`config.mk`:
```
export PLATFORM = sky130hd
export DESIGN_NAME = transport_arbiter
export DESIGN_NICKNAME = d
export VERILOG_FILES = /design/src/rtl/session_pkg.sv /design/src/rtl/rr_arbiter.sv /design/src/rtl/transport_arbiter.sv
export SDC_FILE = /design/constraint.sdc
export NUM_CORES = 1
export LEC_CHECK = 0
export ABC_AREA = 1
export CORE_AREA = 4 4 133 135
export CTS_CLUSTER_DIAMETER = 30
export CTS_CLUSTER_SIZE = 24
export DETAILED_ROUTE_END_ITERATION = 10
export DIE_AREA = 0 0 137 139
export HOLD_SLACK_MARGIN = 0.1
export PLACE_DENSITY_LB_ADDON = 0.08
export SYNTH_ARGS = -nofsm -noshare
export SYNTH_HDL_FRONTEND = slang
export SYNTH_HIERARCHICAL = 1
export SYNTH_SLANG_ARGS = --single-unit
```
`constraint.sdc`:
```
create_clock -name clk -period 9.5 [get_ports clk]
set_clock_uncertainty 0.15 [all_clocks]
set_input_delay 1.9 -clock clk [delete_from_list [all_inputs] [get_ports clk]]
set_output_delay 1.9 -clock clk [all_outputs]
set_load 0.05 [all_outputs]
```
`src/rtl/session_pkg.sv`:
```
// Shared definitions for the session-to-transport arbiter: command encoding,
// FSM state type and the default payload width.
package session_pkg;

    localparam logic [1:0] CMD_NONE  = 2'b00;
    localparam logic [1:0] CMD_CTRL  = 2'b01;
    localparam logic [1:0] CMD_AUDIO = 2'b10;

    localparam int DEF_DATA_W = 16;

    typedef enum logic [1:0] {
        IDLE = 2'd0,
        SEND = 2'd1,
        HOLD = 2'd2
    } state_e;

endpackage

```
`src/rtl/rr_arbiter.sv`:
```
// Combinational round-robin picker: grants the lowest requesting index at or
// after ptr, wrapping from N-1 back to 0.
module rr_arbiter #(
    parameter  int N  = 4,
    localparam int IW = (N > 1) ? $clog2(N) : 1
) (
    input  logic [N-1:0]  req,
    input  logic [IW-1:0] ptr,
    output logic [N-1:0]  gnt_onehot,
    output logic [IW-1:0] gnt_idx,
    output logic          any
);

    // Scan N positions starting at ptr; first request seen wins.
    always_comb begin
        logic found;
        int   pos;
        gnt_onehot = '0;
        gnt_idx    = '0;
        any        = |req;
        found      = 1'b0;
        pos        = 0;
        for (int k = 0; k < N; k++) begin
            pos = int'(ptr) + k;
            if (pos >= N) begin
                pos = pos - N;
            end
            if (!found && req[pos]) begin
                found           = 1'b1;
                gnt_onehot[pos] = 1'b1;
                gnt_idx         = IW'(pos);
            end
        end
    end

endmodule

```
`src/rtl/transport_arbiter.sv`:
```
// Shares one transport link between NUM_SESS sessions. Each session owns one
// control slot and one audio slot; control has strict priority over audio and
// each class is served round-robin. One packet is issued per 2+HOLDOFF cycles.
module transport_arbiter
    import session_pkg::*;
#(
    parameter  int NUM_SESS = 4,
    parameter  int DATA_W   = DEF_DATA_W,
    parameter  int DROP_W   = 8,
    parameter  int HOLDOFF  = 1,
    localparam int SW       = $clog2(NUM_SESS)
) (
    input  logic                         clk,
    input  logic                         reset,
    input  logic [2*NUM_SESS-1:0]        in_cmd,
    input  logic [DATA_W*NUM_SESS-1:0]   in_data,
    input  logic                         transport_busy,
    output logic [1:0]                   out_cmd,
    output logic [DATA_W-1:0]            out_data,
    output logic [SW-1:0]                out_src,
    output logic [NUM_SESS-1:0]          sess_busy,
    output logic [DROP_W-1:0]            audio_drops
);

    localparam int             HW        = (HOLDOFF > 1) ? $clog2(HOLDOFF) : 1;
    localparam logic [HW-1:0]  HOLD_INIT = HW'((HOLDOFF > 0) ? HOLDOFF - 1 : 0);

    state_e                 state_q, state_d;
    logic [1:0]             out_cmd_q, out_cmd_d;
    logic [DATA_W-1:0]      out_data_q, out_data_d;
    logic [SW-1:0]          out_src_q, out_src_d;
    logic [NUM_SESS-1:0]    gnt_mask_q, gnt_mask_d;
    logic [SW-1:0]          ctrl_ptr_q, ctrl_ptr_d;
    logic [SW-1:0]          aud_ptr_q, aud_ptr_d;
    logic [HW-1:0]          hold_cnt_q, hold_cnt_d;
    logic [DROP_W-1:0]      drops_q, drops_d;

    logic [NUM_SESS-1:0]    ctrl_full_q, aud_full_q;
    logic [DATA_W-1:0]      ctrl_data_q [NUM_SESS];
    logic [DATA_W-1:0]      aud_data_q  [NUM_SESS];

    logic [NUM_SESS-1:0]    ctrl_wr, aud_wr, ctrl_accept, aud_ovf;
    logic [NUM_SESS-1:0]    ctrl_clr, aud_clr;

    logic [NUM_SESS-1:0]    ctrl_gnt, aud_gnt;
    logic [SW-1:0]          ctrl_idx, aud_idx;
    logic                   ctrl_any, aud_any;

    function automatic logic [SW-1:0] wrap_inc(input logic [SW-1:0] idx);
        return (idx == SW'(NUM_SESS - 1)) ? '0 : idx + SW'(1);
    endfunction

    // Per-session command decode. A control write is taken if the slot is
    // empty or is being cleared by the current grant (new write wins).
    // Reserved code 11 matches neither class and is ignored.
    for (genvar gi = 0; gi < NUM_SESS; gi++) begin : g_decode
        assign ctrl_wr[gi]     = (in_cmd[2*gi +: 2] == CMD_CTRL);
        assign aud_wr[gi]      = (in_cmd[2*gi +: 2] == CMD_AUDIO);
        assign ctrl_accept[gi] = ctrl_wr[gi] && (!ctrl_full_q[gi] || ctrl_clr[gi]);
        assign aud_ovf[gi]     = aud_wr[gi] && aud_full_q[gi] && !aud_clr[gi];
    end

    rr_arbiter #(.N(NUM_SESS)) u_ctrl_arb (
        .req        (ctrl_full_q),
        .ptr        (ctrl_ptr_q),
        .gnt_onehot (ctrl_gnt),
        .gnt_idx    (ctrl_idx),
        .any        (ctrl_any)
    );

    rr_arbiter #(.N(NUM_SESS)) u_aud_arb (
        .req        (aud_full_q),
        .ptr        (aud_ptr_q),
        .gnt_onehot (aud_gnt),
        .gnt_idx    (aud_idx),
        .any        (aud_any)
    );

    // Next-state, output load and slot-clear decisions.
    always_comb begin
        state_d    = state_q;
        out_cmd_d  = CMD_NONE;
        out_data_d = '0;
        out_src_d  = '0;
        gnt_mask_d = '0;
        ctrl_ptr_d = ctrl_ptr_q;
        aud_ptr_d  = aud_ptr_q;
        hold_cnt_d = hold_cnt_q;
        ctrl_clr   = '0;
        aud_clr    = '0;
        case (state_q)
            IDLE: begin
                if (!transport_busy && (ctrl_any || aud_any)) begin
                    state_d = SEND;
                    if (ctrl_any) begin
                        out_cmd_d  = CMD_CTRL;
                        out_data_d = ctrl_data_q[ctrl_idx];
                        out_src_d  = ctrl_idx;
                        gnt_mask_d = ctrl_gnt;
                    end else begin
                        out_cmd_d  = CMD_AUDIO;
                        out_data_d = aud_data_q[aud_idx];
                        out_src_d  = aud_idx;
                        gnt_mask_d = aud_gnt;
                    end
                end
            end
            SEND: begin
                if (out_cmd_q == CMD_CTRL) begin
                    ctrl_clr   = gnt_mask_q;
                    ctrl_ptr_d = wrap_inc(out_src_q);
                end else begin
                    aud_clr    = gnt_mask_q;
                    aud_ptr_d  = wrap_inc(out_src_q);
                end
                hold_cnt_d = HOLD_INIT;
                state_d    = (HOLDOFF == 0) ? IDLE : HOLD;
            end
            HOLD: begin
                if (hold_cnt_q == '0) begin
                    state_d = IDLE;
                end else begin
                    hold_cnt_d = hold_cnt_q - HW'(1);
                end
            end
            default: state_d = IDLE;
        endcase
    end

    // Saturating count of audio payloads overwritten before being issued.
    always_comb begin
        drops_d = drops_q;
        for (int i = 0; i < NUM_SESS; i++) begin
            if (aud_ovf[i] && (drops_d != {DROP_W{1'b1}})) begin
                drops_d = drops_d + DROP_W'(1);
            end
        end
    end

    // FSM, registered outputs, pointers and drop counter.
    always_ff @(posedge clk or negedge reset) begin
        if (!reset) begin
            state_q    <= IDLE;
            out_cmd_q  <= CMD_NONE;
            out_data_q <= '0;
            out_src_q  <= '0;
            gnt_mask_q <= '0;
            ctrl_ptr_q <= '0;
            aud_ptr_q  <= '0;
            hold_cnt_q <= '0;
            drops_q    <= '0;
        end else begin
            state_q    <= state_d;
            out_cmd_q  <= out_cmd_d;
            out_data_q <= out_data_d;
            out_src_q  <= out_src_d;
            gnt_mask_q <= gnt_mask_d;
            ctrl_ptr_q <= ctrl_ptr_d;
            aud_ptr_q  <= aud_ptr_d;
            hold_cnt_q <= hold_cnt_d;
            drops_q    <= drops_d;
        end
    end

    // Slot full flags: a write sets, a grant clears, a write in the clear cycle wins.
    always_ff @(posedge clk or negedge reset) begin
        if (!reset) begin
            ctrl_full_q <= '0;
            aud_full_q  <= '0;
        end else begin
            for (int i = 0; i < NUM_SESS; i++) begin
                if (ctrl_accept[i]) begin
                    ctrl_full_q[i] <= 1'b1;
                end else if (ctrl_clr[i]) begin
                    ctrl_full_q[i] <= 1'b0;
                end
                if (aud_wr[i]) begin
                    aud_full_q[i] <= 1'b1;
                end else if (aud_clr[i]) begin
                    aud_full_q[i] <= 1'b0;
                end
            end
        end
    end

    // Slot payload storage; only meaningful while the matching full flag is set.
    always_ff @(posedge clk) begin
        for (int i = 0; i < NUM_SESS; i++) begin
            if (ctrl_accept[i]) begin
                ctrl_data_q[i] <= in_data[DATA_W*i +: DATA_W];
            end
            if (aud_wr[i]) begin
                aud_data_q[i] <= in_data[DATA_W*i +: DATA_W];
            end
        end
    end

    assign out_cmd     = out_cmd_q;
    assign out_data    = out_data_q;
    assign out_src     = out_src_q;
    assign sess_busy   = ctrl_full_q;
    assign audio_drops = drops_q;

endmodule

```
Yosys cells after proc, flatten, opt, wreduce, memory -nomap -nowiden
Memory sizes are Yosys's and may differ from the RTL's.
Cells that the tools add are included.
{"block": "totals", "word_cells": 282, "register_bits": 47, "mem_bits_ro": 0, "ramBits": 128, "out_inout_bits": 32, "in_bits": 75, "n_memories": 2, "latchBits": 0}
{"memory": "aud_data_q", "words": 4, "word_bits": 16, "rd": 1, "rd_clocked_by_memory_dff": 0, "write_ports": 4, "line_no": "transport_arbiter.sv:40", "rtl": "logic [DATA_W-1:0] aud_data_q [NUM_SESS];"}
{"memory": "ctrl_data_q", "words": 4, "word_bits": 16, "rd": 1, "rd_clocked_by_memory_dff": 0, "write_ports": 4, "line_no": "transport_arbiter.sv:39", "rtl": "logic [DATA_W-1:0] ctrl_data_q [NUM_SESS];"}
{"block": "classes", "bitwise": 7, "magnitude_cmp": 24, "addsub": 20, "shift": 0, "div_mod_pow": 0, "n_reduce_logical": 66, "mux": 128, "n_mul": 0, "n_eq_ne": 18}
{"op": "$ge 32x1->1 const B", "n": 8}
{"op": "$lt 32x4->1 const B", "n": 8}
{"op": "$mux 32", "n": 8}
{"op": "$ge 32x4->1 const B", "n": 6}
{"op": "$sub 32x4->32 const B", "n": 6}
{"op": "$mux 1", "n": 63}
{"op": "$mux 4", "n": 15}
{"op": "$mux 16", "n": 3}
{"op": "$mux 2", "n": 17}
{"op": "$add 8x1->8 const B", "n": 4}
{"op": "$mux 8", "n": 4}
{"op": "$ne 8x8->1 const B", "n": 4}
{"op": "$logic_and 1x1->1", "n": 31}
{"op": "$or 4x4->4", "n": 6}
{"op": "$reduce_bool 2->1", "n": 9}
{"op": "$bmux 1 s2", "n": 8}
{"op": "$demux 1 s2", "n": 8}
{"op": "$logic_not 1->1", "n": 15}
{"op": "$add 2x2->3 const B", "n": 4}
{"op": "$eq 2x1->1 const B", "n": 6}
{"op": "$eq 2x2->1 const B", "n": 6}
{"op": "$reduce_or 4->1", "n": 2}
{"op": "$sub 2x3->4 const B", "n": 2}
{"op": "$add 2x1->3 const B", "n": 2}
{"op": "10 further kinds", "n": 18}

Depth between registers and ports, before layout
Gate-level depths: netlist of run 1.
An unclocked memory read counts as a cell.
{"block": "logic_depth", "ltp_word": 19, "ltp_mapped": 28, "depth_no_buf": 28}

Modules after synthesis
The synthesis of run 1 kept the hierarchy.
{"module": "transport_arbiter", "cells_each": 716, "area_each_um2": 7830.0, "seq_area_each_um2": 4994.8, "instances": 1}
{"module": "rr_arbiter", "cells_each": 86, "area_each_um2": 571.8, "seq_area_each_um2": 0.0, "instances": 2}

Worst setup path after synthesis of run 1
Ideal clock, no wire load.
{"block": "synth_timing", "path_type": "input to register", "from": "input port in_cmd[0]", "to": "register drops_q[5], in the netlist audio_drops[5]", "t_required_ns": 9.234, "t_arrival_ns": 4.564, "n_path_buf": 1, "setup_time_ns": 0.116, "stages": 25, "slack_ns": 4.669, "cell_sequence": "inv_1 > nand2_1 > nor2_4 > nand4_1 > nand2_2 > ha_1 > nand3_1 > nor2_4 > nand3_4 > nand2_8 > nand2_1 > nand2_2 > ha_1 > nand3_1 > nor2_2 > nand3_4 > buf_6 > nand3_1 > nand2_1 > nor2_2 > nand2_1 > nor2_2 > nand2_1 > nand2_1 > nand2_1"}
{"block": "synth_via", "elab_chain_cells": 14, "elab_cells_between_ends": 17, "cone_classes": "3 x add/sub; 4 x eq/ne; 4 x mux; 6 x reduce/logical"}
{"element": "start, declared", "line_no": "transport_arbiter.sv:15", "rtl": "input logic [2*NUM_SESS-1:0] in_cmd,"}
{"element": "$eq 2x2->1 *", "line_no": "transport_arbiter.sv:58", "rtl": "assign aud_wr[gi] = (in_cmd[2*gi +: 2] == CMD_AUDIO);"}
{"element": "$logic_and 1x1->1 * (2 in series)", "line_no": "transport_arbiter.sv:60", "rtl": "assign aud_ovf[gi] = aud_wr[gi] && aud_full_q[gi] && !aud_clr[gi];"}
{"element": "$logic_and 1x1->1 *", "line_no": "transport_arbiter.sv:134", "rtl": "if (aud_ovf[i] && (drops_d != {DROP_W{1'b1}})) begin"}
{"element": "$mux 8 *", "line_no": "transport_arbiter.sv:134"}
{"element": "branches (longest 2 deep; another with $add 8x1->8)"}
{"element": "$mux 8 *", "line_no": "transport_arbiter.sv:134"}
{"element": "branches (longest 2 deep; another with $add 8x1->8)"}
{"element": "$mux 8 *", "line_no": "transport_arbiter.sv:134"}
{"element": "branches (longest 2 deep; another with $add 8x1->8)"}
{"element": "$mux 8 *", "line_no": "transport_arbiter.sv:134"}
{"element": "via drops_d[5]", "line_no": "transport_arbiter.sv:36", "rtl": "logic [DROP_W-1:0] drops_q, drops_d;"}
{"element": "end signal, assigned", "line_no": "transport_arbiter.sv:161", "rtl": "drops_q <= drops_d;"}
{"element": "end, declared", "line_no": "transport_arbiter.sv:36"}
Mark *: on every way through the listed nets, which the timed path passes.
A chain may end at the register's enable or synchronous reset.

Worst setup path in the final report of run 1
{"block": "layout_timing", "from": "input port in_cmd[1]", "to": "register drops_q[4], in the netlist audio_drops[4]"}
Same word-level chain as after synthesis.

==> key figures, run 1 <==
Detailed routing
  • Avg WL per Cell: about 18 um
  • Vias: roughly 6800
  • Starting DRT DRC Count: about 550
  • Final wirelength: roughly 22 mm
  • ANT nets after route: 0
  • Vias per cell: about 5.5
  • 1st-pass router iterations: 5
  • # DRC: 0

Timing
  • Crit path time final: ~5.3 ns
  • Setup-failing EPs final: 0
  • Unrepaired setup endpoints after global routing: no
  • Slew @ Worst Pin: about 1.1 ns
  • Hold WS: around 0.35 ns
  • Final Max Tran Viols: 0
  • Worst slew margin: a little under a quarter
  • Setup tns final: 0 ns
  • FMAX: approximately 190 MHz
  • Worst setup margin: around 4.2 ns
  • Fin. Hold Viols: 0
  • Part of the cycle the worst path needs: between 50% and 60%

Final layout
  • Fillers: 1311
  • ANT cells: 0
  • Number of non-filler instances in the completed layout: around 1200
  • Area grow syn2layout: 21.1%
  • Share of cells above drive strength 1: between 10% and 20%
  • Nets: 1093

CTS
  • Setup Fix Bufs, Post-CTS: 0
  • Root Buffer: clkbuf_16
  • Post-CTS Hold Fix Bufs: 0
  • Maximum clock path buffer count: 2
  • CTS tree: done
  • CTS clk-pin slew, worst paths: 0.07 ns
  • Worst skew pair latency: 0.43 ns
  • Post-CTS Resized: 0
  • H-tree depth: 4
  • TritonCTS Buffers: 17
  • CTS Sinks: about 170

Place
  • IO buf count: around 110
  • Placed Cells: between 1000 and 1500
  • GPL Wtd Cong: approximately 0.86
  • Pre-CTS setup slack: 3.79 ns
  • DP HPWL: 14.5 mm

Global route
  • Largest net degree at the start of global routing: 47
  • Initial antenna violation count: 0
  • First-pass GRT wire length: between 30 and 40 mm
  • Vias in the first global route: roughly 6500
  • Gr usage total: 23.2%
  • Total gr overflow: 0

Die
  • Die width: roughly 140 um
  • DIE HEIGHT: ~140 um
  • Initial Util: 54.5%
  • Top-level port count: around 110
  • Core area: between 0.015 and 0.02 mm^2
  • Row cnt: between 40 and 50
  • Die area: 0.0190 mm^2

Synth
  • Post-synth ARST share: between 20% and 30%
  • Yosys top cell by area: edfxtp_1
  • Top cells by count, synth: nand2_1 (186), edfxtp_1 (128), nand3_1 (84), inv_1 (74), o21ai_0 (59)
  • Post-Syn Area per Cell: between 10 and 15 um^2
  • Share of the synthesized area in the top cell type: a little over two fifths
  • Top-count cell post-synth: nand2_1
  • Synth Warn #: 6
  • Top_reg_cell synth: edfxtp_1
  • Netlist cell types: 38
  • Sequential-to-total area share from yosys stat: 55.7%
  • Post-Syn Instances: slightly below 900
  • Post-synth EDFFs: around 130
  • Top post-synthesis cells by area: edfxtp_1 (43%), dfrtp_1 (13%), nand2_1 (7.8%)
  • Yosys reg bits: between 150 and 200
  • Cell Area, Synth: about 0.009 mm^2
  • Synth Net Count: around 1000

Critical path
  • Crit path kind: in -> reg
  • Crit start category: input port
  • Worst-path maximum fanout: 12
  • CP Capture Type: flop
  • Critical Path RT: approximately 9.7 ns
  • Worst Path Arrival: about 5.5 ns

Hold path
  • Hold WC Path Type: reg -> reg

Power and ir drop
  • Max VDD drop: 187 uV
  • Leak Pwr: 4.52 nW
  • Power Density: ~330 mW/mm^2

Outcome
  • Status: complete, no violations

Job
  • Max Cap Viol: 0
-- layout make-up --
type                       count  area, um^2  share of cell area [%]
tap                          220         275                    2.53
multi-input combinational    605        3510                    32.3
clock buffer                  18         429                    3.95
clock inverter                14         166                    1.53
sequential                   174        4990                    46.0
timing repair buffer         114        1120                    10.3
inverter                      86         372                    3.42
-- critical path, cell delays in order --
cell and delay (ns):
clkdlybuf4s50_1 0.51, nand2_1 0.15, nor2_4 0.19, nand4_1 0.13, nand2_2 0.13, ha_1 0.19
nand3_1 0.12, nor2_4 0.16, nand3_4 0.13, nand2_8 0.12, nand2_1 0.07, nand2_2 0.10
ha_1 0.21, nand3_1 0.12, nor2_2 0.19, nand3_4 0.17, nand2_2 0.19, nand2_1 0.08
nand2_2 0.09, nand2_2 0.08, nor2_2 0.15, nand2_4 0.11, nand2_2 0.09, nand2_1 0.05
nand2_1 0.06
-- stage by stage --
| stage | total power, mW | instance area [um^2] | utilization [%] |
|---|---|---|---|
| CTS | 3.61 | 10900 | 66.0 |
| global placement | 2.89 | 10300 | 62.4 |
| global route | 3.84 | 10900 | 66.0 |
| floorplan | 2.41 | 8970 | - |
| detailed placement | 2.89 | 10300 | 62.4 |
| finish | 3.60 | 10900 | 66.0 |
-- layer usage --
metal | GRT usage (%) | vias to the layer above | part of all wire (%)
met2 | 37.5 | 260 | 48
met5 | 0 | - | 0
met4 | 5.51 | 0 | 0.89
met3 | 3.77 | 18 | 7.0
met1 | 33.2 | 3217 | 44
li1 | - | 3279 | -
-- final timing paths --
kind / startpoint / to / slack [ns] / depth (start not counted)
min reg2reg: state_q[1]$_DFFE_PN0P_ / state_q[1]$_DFFE_PN0P_ / 0.35 / 1
min: state_q[1]$_DFFE_PN0P_ / state_q[1]$_DFFE_PN0P_ / 0.35 / 1
max: in_cmd[1] / audio_drops[4]$_DFF_PN0_ / 4.19 / 25
min in group asynchronous: reset / out_data[11]$_DFF_PN0_ / 1.44 / 2
max in group asynchronous: reset / audio_drops[5]$_DFF_PN0_ / 7.31 / 2
max reg2reg: ctrl_ptr_q[0]$_DFFE_PN0P_ / out_data[11]$_DFF_PN0_ / 5.41 / 12
-- power breakdown --
group	leakage, nW	switching (mW)	total (mW)	internal [mW]
clock	0.293	0.324	0.702	0.378
sequential	1.74	0.0899	0.989	0.899
combinational	2.48	1.28	1.91	0.632
-- cells in the final DEF (no fill, tap or decap), drive strengths merged, types with 18 or more instances in the layout --
master         Yosys  routed
a21oi             48      48
o21ai             61      61
clkbuf            19      18
clkdlybuf4s50      0     105
dfrtp             46      46
inv               83      93
nand3             93      93
ha                20      20
nand2            231     231
edfxtp           128     128
nor2              76      76
-- registers in the layout, indices dropped and copies added, names as in the netlist --
register     count
gnt_mask_q       4
state_q          2
ctrl_data_q     64
aud_full_q       4
out_src          2
ctrl_ptr_q       2
out_cmd          2
sess_busy        4
audio_drops      8
aud_data_q      64
out_data        16
aud_ptr_q        2
-- cells by family (layout without fill, tap and decap cells) --
logic type               Yosys count  count (layout)  synth area share, %
AO/OA/AOI/OAI                    143             143                 9.05
XOR/XNOR                           5               5                0.488
adder cells (fa/ha/maj)           20              20                 2.79
buffers and inverters            109             232                 5.35
flip-flops                       174             174                 55.7
multiplexers                      24              24                 2.79
AND/OR/NAND/NOR                  413             413                 23.9
Power figures use the tool's default switching activity.
==> run 2: changes to the inputs <==
==> constraint.sdc (replaced) <==
create_clock -name clk -period 4.9 [get_ports clk]
set_clock_uncertainty 0.15 [all_clocks]
set_input_delay 0.98 -clock clk [delete_from_list [all_inputs] [get_ports clk]]
set_output_delay 0.98 -clock clk [all_outputs]
set_load 0.05 [all_outputs]
==> run 2 against run 1 <==
Count of clock-buffer cells in the layout is 2 higher. First-iteration DRC count shrank 4.4%. Sequential cell count is the same. Utilization increased by 0.46 points. Final cell count up 0.41%. Non-clock buffer count increased by 5. Wire length is 0.39% lower. Register-to-register slack got worse by 4.5 ns. Sequential power is 93% higher. Hold slack improved by 0.0014 ns. Die area unchanged. Critical endpoint unchanged.
==> key figures, run 2 (synthesis results as in run 1) <==
Final layout
  • Fillers: ~1300
  • Nets: roughly 1100
  • Share of cells above drive strength 1: 14.0%
  • FF+latch area: ~0.005 mm^2
  • Area grow syn2layout: 21.9%
  • Most frequent cells in the layout: nand2_1 (186), edfxtp_1 (128), clkdlybuf4s50_1 (105)
  • ANT cells: 0
  • Multi-input combinational cell area: between 0.003 and 0.004 mm^2
  • Most common library cell in the layout ignoring fill and taps: nand2_1

Job
  • Max Cap Viol: 0

Place
  • IO buf count: 106
  • DP HPWL: between 10 and 15 mm
  • GPL Wtd Cong: 0.873

Global route
  • Gr usage total: 23.4%
  • First-pass GRT wire length: approximately 34 mm
  • Initial antenna violation count: 0
  • Total gr overflow: 0
  • Vias in the first global route: around 6500
  • Largest net degree at the start of global routing: 47

Critical path
  • Slowest cell on crit path: clkdlybuf4s50_1
  • CP Capture Type: flop
  • Crit-path max cell delay: roughly 0.51 ns
  • Worst Path Arrival: 4.57 ns
  • Crit start category: input port
  • Crit path max-delay family: simple AND/OR/NAND/NOR gates
  • Crit path kind: in -> reg
  • Worst-path maximum fanout: 12
  • CP most frequent cell: nand2_2
  • Critical path buffers and inverters: 1
  • Critical Path RT: between 5 and 6 ns

Detailed routing
  • Vias per cell: between 5 and 6
  • Avg WL per Cell: around 17 um
  • Vias: 6742
  • # DRC: 0
  • ANT nets after route: 0
  • Starting DRT DRC Count: about 530
  • Final wirelength: 21.6 mm
  • 1st-pass router iterations: 6

Timing
  • Final Max Tran Viols: 0
  • Setup-failing EPs final: 0
  • Hold WS: about 0.35 ns
  • Setup tns final: 0 ns
  • FMAX: between 200 and 250 MHz
  • Worst slew margin: a little under two fifths
  • Slew @ Worst Pin: approximately 0.9 ns
  • Crit path time final: roughly 4.4 ns
  • Unrepaired setup endpoints after global routing: no
  • Fin. Hold Viols: 0
  • Part of the cycle the worst path needs: slightly below 90%

Hold path
  • Hold WC Path Type: reg -> reg

Die
  • Die area: around 0.019 mm^2
  • DIE HEIGHT: 139 um
  • Die width: about 140 um
  • Top-level port count: around 110
  • Initial Util: 54.5%
  • Core area: ~0.016 mm^2
  • Row cnt: 47

CTS
  • Maximum clock path buffer count: 2
  • Post-CTS Hold Fix Bufs: 0
  • TritonCTS Buffers: 17
  • Post-CTS Resized: 0
  • H-tree depth: 4
  • CTS clk-pin slew, worst paths: approximately 0.060 ns
  • CTS tree: done
  • Worst skew pair latency: about 0.43 ns
  • Setup Fix Bufs, Post-CTS: 0
  • CTS Sinks: about 170
  • Root Buffer: clkbuf_16

Power and ir drop
  • Max VDD drop: roughly 330 uV
  • Leak Pwr: approximately 4.6 nW
  • Overall power: ~7 mW
  • Power Density: between 600 and 700 mW/mm^2

Outcome
  • Status: complete, no violations
==> run 2: layout make-up <==
| type | count | area share, % |
|---|---|---|
| Inverter | 86 | 3.40 |
| Timing Repair Buffer | 119 | 10.7 |
| Clock inverter | 12 | 1.60 |
| Sequential cell | 174 | 45.7 |
| Multi-Input combinational cell | 605 | 32.1 |
| Tap cell | 220 | 2.52 |
| Clock buffer | 20 | 4.08 |
==> run 2: routing by layer <==
metal / up-vias / GRT usage [%] / wire length, um
li1: 3284 / - / -
met1: 3200 / 33.1 / 9630
met2: 234 / 37.5 / 10300
met3: 24 / 4.14 / 1390
met4: 0 / 6.04 / 275
met5: - / 0 / 0
==> run 2: metrics by stage <==
stage                     setup slack [ns]  cell area [um^2]  utilization (%)  std cells
after floorplan                      0.981              8970                -        888
after global placement               0.200             10300             62.7       1204
after detailed placement             0.136             10300             62.7       1204
after CTS                            0.559             10900             66.4       1236
after global routing                 0.139             10900             66.4       1236
final                                0.541             10900             66.4       1236
==> run 2: path summary, 6_finish.rpt <==
check / startpoint / to / slack, ns / cells past startpoint
worst max-delay path: in_cmd[1] / audio_drops[4]$_DFF_PN0_ / 0.54 / 25
min in group asynchronous: reset / out_data[8]$_DFF_PN0_ / 0.51 / 2
worst min-delay path: state_q[1]$_DFFE_PN0P_ / state_q[1]$_DFFE_PN0P_ / 0.35 / 1
max in group asynchronous: reset / audio_drops[5]$_DFF_PN0_ / 3.64 / 2
worst max register to register: audio_drops[0]$_DFF_PN0_ / audio_drops[4]$_DFF_PN0_ / 0.92 / 27
worst min register to register: state_q[1]$_DFFE_PN0P_ / state_q[1]$_DFFE_PN0P_ / 0.35 / 1
==> run 2: worst reg2reg max path, cell delays in order, from the launching register on <==
cell,delay (ns)
dfrtp_1,0.44
ha_1,0.25
nand2_2,0.08
nor2_4,0.12
nand2_4,0.09
nand3_4,0.11
nand2_1,0.08
nand2_2,0.12
ha_1,0.20
nand3_1,0.13
nor2_4,0.16
nand3_4,0.13
nand2_8,0.12
nand2_1,0.07
nand2_2,0.10
ha_1,0.20
nand3_1,0.12
nor2_2,0.18
nand3_4,0.16
nand2_2,0.19
nand2_1,0.08
nand2_2,0.09
nand2_2,0.08
nor2_2,0.15
nand2_4,0.10
nand2_2,0.09
nand2_1,0.05
nand2_1,0.06
==> run 2: where the power goes <==
group          leakage [nW]  internal (mW)  switching [mW]
logic                  2.52           1.27            2.49
registers              1.74           1.74           0.169
clock network         0.299          0.831           0.590
total                  4.55           3.85            3.25
==> run 3: changes to the inputs <==
--- a/config.mk
+++ b/config.mk
@@ -12,6 +12,7 @@
 export DETAILED_ROUTE_END_ITERATION = 10
 export DIE_AREA = 0 0 137 139
 export HOLD_SLACK_MARGIN = 0.1
+export MAX_ROUTING_LAYER = met4
 export PLACE_DENSITY_LB_ADDON = 0.08
 export SYNTH_ARGS = -nofsm -noshare
 export SYNTH_HDL_FRONTEND = slang
==> run 3 against run 2 <==
Combinational power barely moved. Fmax shrank 0.89%. Critical endpoint is now audio_drops[3]$_DFF_PN0_. Largest power group unchanged. Die area unchanged. Largest cell class unchanged. Global-route usage up 0.65 points. Hold slack improved by 0.00066 ns. Non-clock buffer count is 1 higher. Worst setup slack got worse by 0.039 ns. Sequential share of layout area is 0.20 points higher. Clock power decreased by 8%.
==> key figures, run 3 (synthesis results as in run 1) <==
Outcome
  • Status: complete, no violations

Critical path
  • CP Capture Type: flop
  • Worst-path maximum fanout: 12
  • Critical Path RT: approximately 5.1 ns
  • Crit path kind: in -> reg
  • Reg2Reg Depth: 26
  • Reg-to-reg startpoint: audio_drops[1]$_DFF_PN0_
  • Crit start category: input port
  • Reg2Reg Setup Slack: 0.89 ns
  • FF-to-FF End: audio_drops[3]$_DFF_PN0_
  • Worst Path Arrival: about 4.6 ns

Global route
  • Total gr overflow: 0
  • Gr usage total: between 20% and 30%
  • Vias in the first global route: between 6000 and 7000
  • Initial antenna violation count: 0
  • Largest net degree at the start of global routing: 47
  • First-pass GRT wire length: between 30 and 40 mm

Power and ir drop
  • Leak Pwr: roughly 4.5 nW
  • Power Density: 638 mW/mm^2
  • Max VDD drop: ~350 uV
  • Overall power: slightly below 7 mW

Timing
  • Crit path time final: 4.40 ns
  • Final Max Tran Viols: 0
  • Worst slew margin: 28.8%
  • Part of the cycle the worst path needs: between 80 and 90%
  • Unrepaired setup endpoints after global routing: no
  • Setup tns final: 0 ns
  • Setup-failing EPs final: 0
  • Slew @ Worst Pin: 1.06 ns
  • Fin. Hold Viols: 0
  • FMAX: approximately 230 MHz
  • Hold WS: roughly 0.35 ns

Detailed routing
  • 1st-pass router iterations: 9
  • Avg WL per Cell: about 17 um
  • Vias: 6713
  • Final wirelength: roughly 21 mm
  • Vias per cell: around 5.4
  • Starting DRT DRC Count: 417
  • # DRC: 0
  • ANT nets after route: 0

Hold path
  • Hold Crit Depth: 1
  • HP Start: state_q[1]$_DFFE_PN0P_
  • Hold WC Path Type: reg -> reg
  • Min-Delay Endpoint: state_q[1]$_DFFE_PN0P_

Die
  • Die area: 0.0190 mm^2
  • Row cnt: 47
  • Die width: 137 um
  • Core area: 0.0165 mm^2
  • Top-level port count: 107
  • Initial Util: 54.5%
  • DIE HEIGHT: 139 um

Final layout
  • Most common library cell in the layout ignoring fill and taps: nand2_1
  • Fillers: between 1000 and 1500
  • Final Util: between 60% and 70%
  • Nets: 1099
  • Area grow syn2layout: 21.4%
  • ANT cells: 0
  • Most frequent cells in the layout: nand2_1 (186), edfxtp_1 (128), clkdlybuf4s50_1 (105)
  • Share of cells above drive strength 1: 14.3%

CTS
  • CTS clk-pin slew, worst paths: ~0.070 ns
  • Root Buffer: clkbuf_16
  • Post-CTS Hold Fix Bufs: 0
  • TritonCTS Buffers: 17
  • Worst skew pair latency: about 0.42 ns
  • Post-CTS Resized: 0
  • CTS tree: done
  • Setup Fix Bufs, Post-CTS: 0
  • H-tree depth: 4
  • Maximum clock path buffer count: 2
  • CTS Sinks: 174

Place
  • DP HPWL: 14.5 mm
  • IO buf count: approximately 110
  • GPL Wtd Cong: about 0.90

Job
  • Max Cap Viol: 0
## run 3: layout make-up
type | instances | area, um^2 | area share (%)
clock buffers | 19 | 453 | 4.16
repair buffers | 120 | 1160 | 10.7
well taps | 220 | 275 | 2.53
flip-flops and latches | 174 | 4990 | 45.9
multi-input cells | 605 | 3510 | 32.2
clock inverters | 13 | 125 | 1.15
inverters | 86 | 372 | 3.41
## run 3: through the flow
stage	worst slack [ns]	instances	area [um^2]
finish	0.502	1237	10900
global route	0.176	1237	10900
CTS	0.511	1237	10900
detailed placement	0.0975	1205	10300
global placement	0.189	1205	10300
floorplan	0.981	888	8970
## run 3: critical path, stage by stage
cell and delay (ns):
clkdlybuf4s50_1 0.51, nand2_1 0.14, nor2_4 0.19, nand4_1 0.13
nand2_2 0.14, ha_1 0.20, nand3_1 0.12, nor2_4 0.16
nand3_4 0.14, nand2_8 0.12, nand2_1 0.07, nand2_2 0.10
ha_1 0.20, nand3_1 0.14, nor2_2 0.19, nand3_4 0.16
nand2_2 0.19, nand2_1 0.08, nand2_2 0.10, nand2_2 0.08
nor2_2 0.15, nand2_4 0.10, nand3_1 0.09, nand2_1 0.06
## run 3: power by group
group | internal (mW) | switching, mW | leakage, nW
Combinational | 1.26 | 2.48 | 2.51
Clock | 0.697 | 0.598 | 0.287
Sequential | 1.74 | 0.172 | 1.74
Total | 3.70 | 3.25 | 4.54
## run 3: routing by layer
layer / part of all wire, % / track usage [%] / vias to the layer above
met5: 0 / - / -
met4: 1.6 / 6.09 / 0
met3: 6.2 / 3.99 / 25
met2: 48 / 37.4 / 233
met1: 44 / 33.1 / 3176
li1: - / - / 3279
## run 3: worst max path at each step
stage	startpoint	to	slack [ns]
2_1_floorplan	audio_drops[1]$_DFF_PN0_	audio_drops[5]$_DFF_PN0_	0.98
3_3_place_gp	in_cmd[1]	audio_drops[3]$_DFF_PN0_	0.19
3_5_place_dp	in_cmd[1]	audio_drops[3]$_DFF_PN0_	0.1
4_1_cts	in_cmd[1]	audio_drops[4]$_DFF_PN0_	0.51
5_1_grt	in_cmd[1]	audio_drops[4]$_DFF_PN0_	0.18
6_report	in_cmd[1]	audio_drops[3]$_DFF_PN0_	0.50
==> RTL edit 1, RTL diff (flow settings as in run 3) <==
`out_data_q` no longer has a reset.
--- a/src/rtl/transport_arbiter.sv
+++ b/src/rtl/transport_arbiter.sv
@@ -142,7 +142,6 @@
         if (!reset) begin
             state_q    <= IDLE;
             out_cmd_q  <= CMD_NONE;
-            out_data_q <= '0;
             out_src_q  <= '0;
             gnt_mask_q <= '0;
             ctrl_ptr_q <= '0;
@@ -152,7 +151,6 @@
         end else begin
             state_q    <= state_d;
             out_cmd_q  <= out_cmd_d;
-            out_data_q <= out_data_d;
             out_src_q  <= out_src_d;
             gnt_mask_q <= gnt_mask_d;
             ctrl_ptr_q <= ctrl_ptr_d;
@@ -160,6 +158,10 @@
             hold_cnt_q <= hold_cnt_d;
             drops_q    <= drops_d;
         end
+    end
+
+    always_ff @(posedge clk) begin
+        out_data_q <= out_data_d;
     end
 
     // Slot full flags: a write sets, a grant clears, a write in the clear cycle wins.
Check against the original RTL: differs if reset is asserted again (counterexample within 4 cycles, from zero or initial values and one cycle with reset low); with reset held inactive, the same outputs for 4 cycles.
==> RTL edit 1 against run 3 <==
Setup slack gained 0.061 ns; cell count decreased by 0.24%; wire length decreased by 1.4%; design area shrank 1.1%; area after synthesis down 1.8%; combinational power up 4%; sequential share of layout area is 0.23 points lower; highest routed layer unchanged; critical path depth rose by 1; power rose by 3.8%; sequential cell count did not move; count of clock-buffer cells in the layout decreased by 1; die area stayed put; largest cell class unchanged.
==> RTL edit 1: results (changes against run 3) <==
stage;metric;value;unit;change
synth;synthTopCellsByArea;edfxtp_1 (44%), dfrtp_1 (8.5%), nand2_1 (6.8%);;
route;drtIter0Drc;410;;-1.7%
cells_and_area;layout-drive-gt1-share;12.9;%;-1.3 points
route;detail_route.vias_per_cell;5.47;;+0.80%
sta;max_slew_margin;17.7;%;-11 points
route;dr_wl_met3;1240;um;-6.8%
route;drtPass1Iterations;5;;-4
hold_path;hp-start;state_q[1];;
synth;synthMuxAreaShare;0;%;-2.8 points
outcome;status;finished clean;;
global_route;grt_util_met2;36.9;%;-0.46 points
pwr;ir_drop;0.000569;V;+61%
place;placed_cell_area;10100;um^2;-1.7%
synth;async_flop_share;17.2;%;-9.2 points
clocking;cts_resized;0;;unchanged
route;met2_length;10400;um;+1.2%
global_route;grt_pass1_vias;6430;;+0.27%
global_route;track_usage;23.2;%;-0.79 points
synth;synthAdderAreaFrac;2.84;%;+0.051 points
synth;synth_cell_types;35;;-7.9%
synth;synth-xor-area-share;0.298;%;-0.19 points
global_route;grt_max_degree;34;;-28%
setup_path;rr_worst_depth;27;;+3.8%
synth;synthTopCellsByCount;nand2_1 (160), nor2_1 (140), edfxtp_1 (128), nand3_1 (72), inv_1 (66);;
global_route;use_met3;4.54;%;+0.54 points
cells_and_area;nets;1096;;-0.27%
pwr;leakagePower;0.00437;uW;-3.7%
setup_path;crit_type;input port to flip-flop;;
global_route;grtUsageMet1;30.8;%;-2.3 points
synth;synth_compound_area_share;9.49;%;+0.44 points
setup_path;crit_fanout;10;;-2
synth;ys_seq_area_share;55.8;%;+0.12 points
cells_and_area;fin_cells;1234;;-0.24%
place;hpwl;14200;um;-2.3%
place;place_ws;0.133;ns;+0.0358 ns
synth;postSynthAreaPerCell;9.92;um^2;-1.8%
clocking;postCtsSetupBuffers;0;;unchanged
cells_and_area;n_fill_cell;1344;;+2.1%
synth;synth-edff-count;128;;unchanged
route;wl_met1;9310;um;-2.5%
route;wl_per_cell;17.2;um;-1.1%
clocking;ctsHtreeMaxLevel;4;;unchanged
place;gp_congestion;0.911;;+0.99%
global_route;grt_first_pass_wirelength;33400;um;-2.8%
RTL edit 1: cell type report:
cell class	count	area (um^2)	share of cell area, %
Sequential cell	174	4910	45.6
Multi-Input combinational cell	611	3460	32.1
Timing Repair Buffer	118	1150	10.7
Inverter	79	339	3.15
Clock buffer	18	429	3.98
Tap cell	220	275	2.56
Clock inverter	14	199	1.85
RTL edit 1: report_power, final:
group	internal (uW)	leakage, uW	total, uW	switching, uW
clock	824	0.000302	1410	585
sequential	1740	0.00165	1920	174
combinational	1300	0.00241	3880	2580
RTL edit 1: worst paths after layout:
check	slack, ns	end
worst min register to register	0.35	state_q[1]
min in group asynchronous	0.79	state_q[0]
max in group asynchronous	3.53	sess_busy[2]
worst max register to register	0.83	audio_drops[4]
worst min-delay path	0.35	state_q[1]
worst max-delay path	0.56	audio_drops[4]
RTL edit 1: cell families (layout without fill, tap and decap cells):
kind of cell    after synthesis  after routing
simple gates                465            465
flops                       174            174
compound gates              123            123
buf+inv                     103            229
fa+ha+maj                    20             20
xor+xnor                      3              3
==> RTL edit 2, RTL diff (config.mk and constraints of run 3) <==
Made on the original files. Change the package constant `DEF_DATA_W` from 16 to 18.
--- a/src/rtl/session_pkg.sv
+++ b/src/rtl/session_pkg.sv
@@ -6,7 +6,7 @@
     localparam logic [1:0] CMD_CTRL  = 2'b01;
     localparam logic [1:0] CMD_AUDIO = 2'b10;
 
-    localparam int DEF_DATA_W = 16;
+    localparam int DEF_DATA_W = 18;
 
     typedef enum logic [1:0] {
         IDLE = 2'd0,
Ports: changed (resized in_data and out_data); port bits go from 107 to 117. No check against the original RTL was run, so the function may have changed too.
==> RTL edit 2 against run 3 <==
Critical endpoint is now audio_drops[5]; largest cell class unchanged; sequential cell count increased by 18; area after synthesis increased by 9.1%; power increased by 9.3%; setup slack got worse by 0.0050 ns; design area increased by 8.7%; register-to-register slack got worse by 0.13 ns; via count increased by 9.6%; synthesized cell count increased by 5.7%; wire length increased by 11%.
==> RTL edit 2: results (changes against run 3) <==
stage;metric;value;unit;change
outcome;status;finished clean;;
synth;synth-edff-count;144;;+13%
synth;synthTopCellsByArea;edfxtp_1 (44%), dfrtp_1 (12%), nand2_1 (8.1%);;
route;met2_length;11900;um;+16%
pwr;ir_drop;0.000438;V;+24%
global_route;grtUsageMet1;34.0;%;+0.91 points
synth;ys_seq_area_share;56.4;%;+0.79 points
setup_path;arrival;4.63;ns;+0.07 ns
route;drtPass1Iterations;6;;-3
global_route;grt_pass1_vias;7297;;+14%
synth;synth_cell_types;42;;+11%
sta;tightest_slew;1.06;ns;-0.00110 ns
synth;synth-xor-area-share;0.358;%;-0.13 points
route;dr_wl_met3;1660;um;+25%
place;gp_congestion;0.891;;-1.2%
route;wl_met1;9780;um;+2.4%
pwr;p_sw_share;47.7;%;+0.97 points
hold_path;holdCritPathClass;input port to async pin;;
route;wl_per_cell;18.4;um;+5.9%
global_route;track_usage;26.5;%;+2.4 points
place;port-buffer-count;116;;+9.4%
route;drtIter0Drc;611;;+47%
cells_and_area;layout-drive-gt1-share;15.9;%;+1.6 points
pwr;leakagePower;0.00486;uW;+7.0%
global_route;antenna_found_initial;1;;+1
synth;syn-instance-count;939;;+5.7%
synth;synthAdderAreaFrac;2.56;%;-0.23 points
global_route;use_met3;4.10;%;+0.11 points
RTL edit 2: cell types whose count changed after synthesis, moves of 12 or more:
cell             run 3  this run
edfxtp_1           128       144
nand2_1            186       211
o21ai_0             59        44
nor2_1              55        36
a21oi_1             48        60
RTL edit 2: cell type report:
type,count,area (um^2)
Clock buffer,17,425
Tap cell,220,275
Clock inverter,15,170
Timing Repair Buffer,132,1280
Fill cell,1196,4630
Multi-Input combinational cell,636,3800
Antenna cell,1,2.50
Inverter,85,362
Sequential cell,192,5530
RTL edit 2: worst paths after layout:
check	to	slack, ns	depth (start not counted)
hold / removal	out_data[17]	0.34	1
max in group asynchronous	out_src[0]	3.43	2
setup reg to reg	audio_drops[5]	0.76	27
setup / recovery	audio_drops[5]	0.50	25
min in group clk	state_q[1]	0.35	1
hold reg to reg	state_q[1]	0.35	1
RTL edit 2: worst max-delay path: cells and delay by family:
kind,cells,cell delay [ns]
buf+inv,1,0.52
fa+ha+maj,2,0.52
simple gates,22,2.61
